### src/rtl/ucsbece154b_branch_resolve.sv
// Branch resolution stage.
// Carries the fetch-time prediction (taken, target, PHT index, PC) through the
// D and E pipeline registers. In E it compares that prediction with the actual
// control-flow outcome. From the comparison it raises a combinational redirect,
// drives the predictor's BTB/PHT training ports and keeps saturating
// performance counters.
//
// Pipeline register semantics: an entry is "valid" when its valid bit is set.
// F->D: flush clears the valid bit, and flush wins over stall. A stall holds
// every D field. Otherwise the F fields are captured with valid=1.
// D->E: flush clears the valid bit. Otherwise E takes D as-is. E never stalls,
// so a held D entry is normally paired with an E flush by the hazard unit.
// A flush only affects the next E entry. The E outputs of the current cycle
// always reflect the entry sitting in E right now.
module ucsbece154b_branch_resolve #(
  parameter int NUM_BTB_ENTRIES = 32,
  parameter int NUM_GHR_BITS    = 5
) (
  input  logic                               clk,
  input  logic                               reset_i,
  input  logic                               StallD_i,
  input  logic                               FlushD_i,
  input  logic                               FlushE_i,
  input  logic [31:0]                        PCF_i,
  input  logic                               BranchTakenF_i,
  input  logic [31:0]                        BTBtargetF_i,
  input  logic [NUM_GHR_BITS-1:0]            PHTreadaddressF_i,
  input  logic [6:0]                         opE_i,
  input  logic                               BranchCondE_i,
  input  logic [31:0]                        PCTargetE_i,
  input  logic [31:0]                        PCPlus4E_i,
  output logic                               MispredictE_o,
  output logic [31:0]                        PCCorrectE_o,
  output logic                               BTB_we_o,
  output logic [$clog2(NUM_BTB_ENTRIES)-1:0] BTBwriteaddress_o,
  output logic [31:0]                        BTBwritedata_o,
  output logic                               PHTwe_o,
  output logic                               PHTincrement_o,
  output logic [NUM_GHR_BITS-1:0]            PHTwriteaddress_o,
  output logic [31:0]                        BranchCount_o,
  output logic [31:0]                        MispredictCount_o
);

  localparam int BTB_IDX_W = $clog2(NUM_BTB_ENTRIES);

  localparam logic [6:0] OP_BRANCH = 7'b1100011;
  localparam logic [6:0] OP_JAL    = 7'b1101111;
  localparam logic [6:0] OP_JALR   = 7'b1100111;

  localparam logic [31:0] CNT_MAX = 32'hFFFF_FFFF;

  // ---------------------------------------------------------------------------
  // D stage registers
  // ---------------------------------------------------------------------------
  logic                    valid_d_q, valid_d_d;
  logic [31:0]             pc_d_q, pc_d_d;
  logic                    taken_d_q, taken_d_d;
  logic [31:0]             tgt_d_q, tgt_d_d;
  logic [NUM_GHR_BITS-1:0] pht_d_q, pht_d_d;

  // ---------------------------------------------------------------------------
  // E stage registers
  // ---------------------------------------------------------------------------
  logic                    valid_e_q, valid_e_d;
  logic [31:0]             pc_e_q, pc_e_d;
  logic                    taken_e_q, taken_e_d;
  logic [31:0]             tgt_e_q, tgt_e_d;
  logic [NUM_GHR_BITS-1:0] pht_e_q, pht_e_d;

  // ---------------------------------------------------------------------------
  // Performance counters
  // ---------------------------------------------------------------------------
  logic [31:0] branch_cnt_q, branch_cnt_d;
  logic [31:0] mispredict_cnt_q, mispredict_cnt_d;

  // ---------------------------------------------------------------------------
  // E-stage decode and resolution signals
  // ---------------------------------------------------------------------------
  logic is_branch_e;
  logic is_jump_e;
  logic is_cf_e;
  logic actual_taken_e;
  logic target_differs_e;
  logic mispredict_raw_e;

  // Only pc[I+1:2] is needed to index the BTB.
  // The remaining PC bits ride along for visibility in E.
  logic unused_pc_e_bits;
  assign unused_pc_e_bits = ^{pc_e_q[31:BTB_IDX_W+2], pc_e_q[1:0]};

  // F->D next state: flush beats stall, stall holds, otherwise capture fetch.
  always_comb begin
    valid_d_d = valid_d_q;
    pc_d_d    = pc_d_q;
    taken_d_d = taken_d_q;
    tgt_d_d   = tgt_d_q;
    pht_d_d   = pht_d_q;
    if (FlushD_i) begin
      valid_d_d = 1'b0;
    end else if (!StallD_i) begin
      valid_d_d = 1'b1;
      pc_d_d    = PCF_i;
      taken_d_d = BranchTakenF_i;
      tgt_d_d   = BTBtargetF_i;
      pht_d_d   = PHTreadaddressF_i;
    end
  end

  // F->D register with asynchronous clear of the in-flight entry.
  always_ff @(posedge clk or posedge reset_i) begin
    if (reset_i) begin
      valid_d_q <= 1'b0;
      pc_d_q    <= '0;
      taken_d_q <= 1'b0;
      tgt_d_q   <= '0;
      pht_d_q   <= '0;
    end else begin
      valid_d_q <= valid_d_d;
      pc_d_q    <= pc_d_d;
      taken_d_q <= taken_d_d;
      tgt_d_q   <= tgt_d_d;
      pht_d_q   <= pht_d_d;
    end
  end

  // D->E next state: E always advances; a flush only drops validity.
  always_comb begin
    valid_e_d = valid_d_q;
    pc_e_d    = pc_d_q;
    taken_e_d = taken_d_q;
    tgt_e_d   = tgt_d_q;
    pht_e_d   = pht_d_q;
    if (FlushE_i) begin
      valid_e_d = 1'b0;
    end
  end

  // D->E register with asynchronous clear of the in-flight entry.
  always_ff @(posedge clk or posedge reset_i) begin
    if (reset_i) begin
      valid_e_q <= 1'b0;
      pc_e_q    <= '0;
      taken_e_q <= 1'b0;
      tgt_e_q   <= '0;
      pht_e_q   <= '0;
    end else begin
      valid_e_q <= valid_e_d;
      pc_e_q    <= pc_e_d;
      taken_e_q <= taken_e_d;
      tgt_e_q   <= tgt_e_d;
      pht_e_q   <= pht_e_d;
    end
  end

  // Resolve the E entry against its prediction and drive redirect/training ports.
  always_comb begin
    is_branch_e      = (opE_i == OP_BRANCH);
    is_jump_e        = (opE_i == OP_JAL) || (opE_i == OP_JALR);
    is_cf_e          = is_branch_e | is_jump_e;
    actual_taken_e   = is_jump_e | (is_branch_e & BranchCondE_i);
    target_differs_e = (tgt_e_q != PCTargetE_i);
    // A taken prediction on a non-control-flow op (BTB/PHT aliasing) resolves
    // as not taken, so it redirects to PC+4 like any other not-taken miss.
    mispredict_raw_e = (taken_e_q != actual_taken_e) |
                       (taken_e_q & actual_taken_e & target_differs_e);

    // Every output is quiet unless a valid entry occupies E.
    MispredictE_o     = 1'b0;
    PCCorrectE_o      = '0;
    BTB_we_o          = 1'b0;
    BTBwriteaddress_o = '0;
    BTBwritedata_o    = '0;
    PHTwe_o           = 1'b0;
    PHTincrement_o    = 1'b0;
    PHTwriteaddress_o = '0;
    if (valid_e_q) begin
      MispredictE_o     = mispredict_raw_e;
      PCCorrectE_o      = actual_taken_e ? PCTargetE_i : PCPlus4E_i;
      BTB_we_o          = actual_taken_e & target_differs_e;
      BTBwriteaddress_o = pc_e_q[BTB_IDX_W+1:2];
      BTBwritedata_o    = PCTargetE_i;
      PHTwe_o           = is_branch_e;
      PHTincrement_o    = is_branch_e & BranchCondE_i;
      PHTwriteaddress_o = pht_e_q;
    end
  end

  // Saturating counter increments, counted only for a valid E entry.
  always_comb begin
    branch_cnt_d     = branch_cnt_q;
    mispredict_cnt_d = mispredict_cnt_q;
    if (valid_e_q && is_cf_e && (branch_cnt_q != CNT_MAX)) begin
      branch_cnt_d = branch_cnt_q + 32'd1;
    end
    if (valid_e_q && mispredict_raw_e && (mispredict_cnt_q != CNT_MAX)) begin
      mispredict_cnt_d = mispredict_cnt_q + 32'd1;
    end
  end

  // Performance counter registers.
  always_ff @(posedge clk or posedge reset_i) begin
    if (reset_i) begin
      branch_cnt_q     <= '0;
      mispredict_cnt_q <= '0;
    end else begin
      branch_cnt_q     <= branch_cnt_d;
      mispredict_cnt_q <= mispredict_cnt_d;
    end
  end

  assign BranchCount_o     = branch_cnt_q;
  assign MispredictCount_o = mispredict_cnt_q;

endmodule

### config.mk
export PLATFORM = sky130hd
export DESIGN_NAME = ucsbece154b_branch_resolve
export DESIGN_NICKNAME = d
export VERILOG_FILES = /design/src/rtl/ucsbece154b_branch_resolve.sv
export SDC_FILE = /design/constraint.sdc
export NUM_CORES = 1
export LEC_CHECK = 0
export BUFFER_PORTS_ARGS = -buffer_cell sky130_fd_sc_hd__buf_2
export CORE_ASPECT_RATIO = 1.2
export CORE_MARGIN = 4
export CORE_UTILIZATION = 30
export CTS_CLUSTER_SIZE = 10
export DETAILED_ROUTE_END_ITERATION = 12
export PLACE_DENSITY = 0.62
export SLEW_MARGIN = 20
export SYNTH_ARGS = -nofsm -noshare
export SYNTH_HDL_FRONTEND = slang
export SYNTH_SLANG_ARGS = --single-unit
### constraint.sdc
create_clock -name clk -period 7.3 [get_ports clk]
set_input_delay 1.46 -clock clk [delete_from_list [all_inputs] [get_ports clk]]
set_output_delay 1.46 -clock clk [all_outputs]
set_load 0.1 [all_outputs]
Yosys cells after proc, flatten, opt, wreduce, memory -nomap -nowiden. Cells that the tools add are included.

Register bits: 156. Logic and storage cells: 49. Output and inout port bits: 142. Input bits: 147.

Bitwise logic cells: 9. Reduce and logical (&&, ||, !) cells: 6. Add/subtract/negate cells: 2. Equal/unequal tests: 8. Mux-type cells: 12.

Operator list (count): two-way mux 32 bit (3); adder 32 x 1 -> 32 bit, second input constant (2); != test 32 bit, second input constant (2); != test 32 bit (1); == test 7 bit, second input constant (3); two-way mux 5 bit (2); two-way mux 1 bit (7); bitwise AND 1 bit (4); logical AND 1 bit (4); OR 1 bit (3); != test 2 x 1 -> 1 bit, second input constant (1); NOT 1 bit (2); AND reduction 2 bit (1); logical OR 1 bit (1); != test 1 bit (1).

Longest topological paths before layout.
Depth in word-level cells: 8. Gate-level depth with buffers: 12. Depth with buffers taken out: 10.

Least setup slack after synthesis. Ideal clock, no wire load.

Path kind: input -> output. Start: input opE_i[6]. End: output PHTincrement_o. Slack: 0.789 ns. Arrival time: 5.051 ns. Data required time: 5.840 ns. Stages on the path: 5. Cell sequence: nand3_1 nor3b_1 nand2_1 nor3_1 and2_1.

Word-level cells in the longest chain between the ends: 3.

Ends and longest elaborated chain: start, declared (RTL line 28) `input logic [6:0] opE_i,`; == test 7 bit (RTL line 157) `is_branch_e = (opE_i == OP_BRANCH);`; bitwise AND 1 bit (RTL line 183) `PHTincrement_o = is_branch_e & BranchCondE_i;`; two-way mux 1 bit (RTL line 176) `if (valid_e_q) begin`; end, declared (RTL line 38) `output logic PHTincrement_o,`.

Every way passes these cells.

Final worst setup path.
Start: input opE_i[5]. End: output MispredictE_o.

Word-level cells in the longest chain between the ends: 7. Elaborated cells between the ends (all ways): 11. Classes of those cells: eq/ne: 4; mux: 1; bitwise: 5; reduce/logical: 1.

Ends and longest elaborated chain: == test 7 bit (on tied branches) (RTL line 157, 158); bitwise AND 1 bit / logical OR 1 bit (equally long branches) (RTL line 160, 158); OR 1 bit (*) (RTL line 160) `actual_taken_e = is_jump_e | (is_branch_e & BranchCondE_i);`; bitwise AND 1 bit (2 in series) (RTL line 165) `(taken_e_q & actual_taken_e & target_differs_e);`; OR 1 bit (*) (RTL line 164) `mispredict_raw_e = (taken_e_q != actual_taken_e) |`; two-way mux 1 bit (*) (RTL line 176); end, declared (RTL line 32) `output logic MispredictE_o,`.

Every way passes the cells marked *; elsewhere a longest branch is shown, timed or not.

==> flow_summary.yaml <==
outcome:
  outcome: "finished, final reports clean"
placement:
  dpl.hpwl_um: 13400
  gp_congestion: 0.801
  port_buffers: 261
  dp_slack_ns: 0.944
  postPlaceCellArea_mm2: 0.00861
  numPlacedInstances: 1165
timing:
  fmax_mhz: 159
  slew_violations: 0
  period_share: 0.860
  tns_ns: 0
  finalHoldViolCount: 0
  slew_headroom: 0.305
  clock_skew_ns: 0.0108
  setup-violations-final: 0
  setup_ws_ns: 1.02
  worst_pin_slew_ns: 1.04
  grt_setup_unrepaired: "no"
  period_minus_slack_ns: 6.28
critical_path:
  cp.arrival_ns: 4.82
  cp_data_required_time_ns: 5.84
  worstSetupStartpoint: "opE_i[5]"
  path_class: "in -> out"
  critPathCaptureType: "output port"
  startpoint_type: "primary input"
  critPathMaxFanout: 34
  r2r_start: "valid_e_q"
floorplan:
  boundaryPins: 289
  core-area_mm2: 0.0227
  die_w_um: 147
  placementRows: 60
  dieArea_mm2: 0.0257
  start_util: 0.307
  die_h_um: 175
synthesis:
  ys_ff_latch: 152
  syn-num-nets: 762
  synth.distinct_cells: 45
  ys_warn_count: 0
  synth_area_mm2: 0.00697
  syn_inst: 612
  async_flop_share: 1.00
  synth-edff-count: 0
  avgSynthCellArea_um2: 11.4
  ys_seq_area_frac: 0.546
  synth_flop_cell: "dfrtp_1"
pwr:
  p_leak_nw: 4.62
  power_density_mw_per_mm2: 252
  power.total_mw: 2.33
  max-vdd-ir-drop_uv: 144
finish:
  fin_cells: 1198
  final_common_cell: "buf_2"
  final_cell_area_mm2: 0.00924
  drive_above_1_share: 0.411
  area_delta_synth_final_pct: 32.6
  nets: 1024
  multiInputGateArea_mm2: 0.00306
  n_fill_cell: 2272
  final_cell_mix: "buf_2 (261), dfrtp_1 (151), nand2_1 (95)"
  ff_latch_area_mm2: 0.00381
clocking:
  cts_hold_buf: 0
  tritoncts: "done"
  post_cts_resized: 0
  clock-root-buffer: "clkbuf_16"
  numCtsBuffers: 17
  htreeDepth: 4
  clk_pin_slew_ns: 0.06
  cts_setup_buffers: 0
  insertion_delay_ns: 0.41
  cts.sinks: 152
  cts_buffer_depth: 2
worst_hold_path:
  hp-start: "taken_d_q"
  min_path_type: "reg -> reg"
global_routing:
  grt_pass1_vias: 5323
  grt_max_degree: 96
  grt_pass1_wl_um: 29000
  grtUsageTotal: 0.141
  overflow: 0
  antenna_found_initial: 2
detailed_routing:
  detailedRoute.firstIterationViolations: 203
  routed_via_density: 4.41
  detail_route.first_pass.iterations: 4
  drc: 0
  ant_nets: 0
  totalWireLength_um: 18300
  wl_per_cell_um: 15.2
  via_count: 5278
job:
  cap_violations: 0
-- metal layers --
layer  global-route usage  wire length (um)  up-vias
li1                     -                 -     2583
met1                0.178              7960     2567
met2                0.242              9280      118
met3               0.0301               827        8
met4               0.0420               173        2
met5                    0                 7        -
-- registers in the layout (all words and copies together) (netlist names), 5 cells and up --
register / count
BranchCount_o: 32
pht_d_q: 5
pc_d_q: 5
tgt_d_q: 32
pht_e_q: 5
MispredictCount_o: 32
tgt_e_q: 32
pc_e_q: 5
-- cells in the mapped netlist, types with 2 or more instances --
| cell | count | area (um^2) |
|---|---|---|
| nor2_1 | 17 | 63.8 |
| nor2b_1 | 2 | 12.5 |
| nand4_1 | 18 | 113 |
| buf_2 | 5 | 25.0 |
| nor3_1 | 3 | 15.0 |
| inv_1 | 7 | 26.3 |
| nor4_2 | 2 | 25.0 |
| a21oi_1 | 4 | 20.0 |
| a21boi_0 | 33 | 248 |
| nand3_2 | 2 | 20.0 |
| mux2_2 | 44 | 495 |
| ha_1 | 3 | 37.5 |
| and4_1 | 6 | 52.6 |
| and3_1 | 11 | 68.8 |
| and3_4 | 4 | 45.0 |
| and4_4 | 2 | 22.5 |
| dfrtp_1 | 152 | 3800 |
| a31oi_1 | 2 | 12.5 |
| and2_1 | 46 | 288 |
| nand2_1 | 95 | 357 |
| xor2_1 | 18 | 158 |
| nand3_1 | 25 | 125 |
| clkbuf_1 | 15 | 56.3 |
| xnor2_1 | 75 | 657 |
-- worst paths after layout --
kind / slack (ns) / end / cells past startpoint
hold reg to reg: 0.37 / taken_e_q / 0
min in group asynchronous: 1.20 / pc_d_q[2] / 2
max in group asynchronous: 4.82 / tgt_d_q[9] / 3
hold / removal: 0.37 / taken_e_q / 0
setup reg to reg: 4.46 / MispredictCount_o[4] / 5
setup / recovery: 1.02 / MispredictE_o / 9
-- power by group --
| group | switching [mW] | internal (mW) |
|---|---|---|
| Clock | 0.373 | 0.557 |
| Combinational | 0.303 | 0.116 |
| Sequential | 0.0520 | 0.926 |
-- area by class of cell --
cell class / count / area share
timing repair buffer: 264 / 0.144
tap: 310 / 0.0420
clock inverter: 14 / 0.0199
sequential: 152 / 0.412
multi-input combinational: 431 / 0.331
inverter: 8 / 0.00379
clock buffer: 18 / 0.0475
antenna: 1 / 0.000271
-- per-stage QoR --
stage	hold WS, ns	utilization
4_1_cts	0.374	0.407
5_1_grt	0.380	0.408
3_3_place_gp	0.353	0.380
6_report	0.372	0.408
2_1_floorplan	0.350	-
3_5_place_dp	0.358	0.380
-- cell families (layout without fill, tap and decap cells) --
logic type,Yosys count,count (layout),synth area share
adders and majority gates,3,3,0.00539
and+or+nand+nor,245,245,0.193
buffers and inverters,29,304,0.0171
muxes,45,45,0.0727
AOI/OAI and AO/OA,45,45,0.0488
other,0,1,0
xor gates and xnor gates,93,93,0.117
DFF,152,152,0.546
-- worst max-delay path: stages --
cell      delay (ns)
buf_2           0.09
nor3b_1         0.19
o21ai_2         0.07
buf_4           0.34
clkinv_1        0.91
ha_1            0.69
o21ai_0         0.09
a31oi_1         0.42
buf_2           0.52
Note: power is estimated with default switching activity, not from simulation.
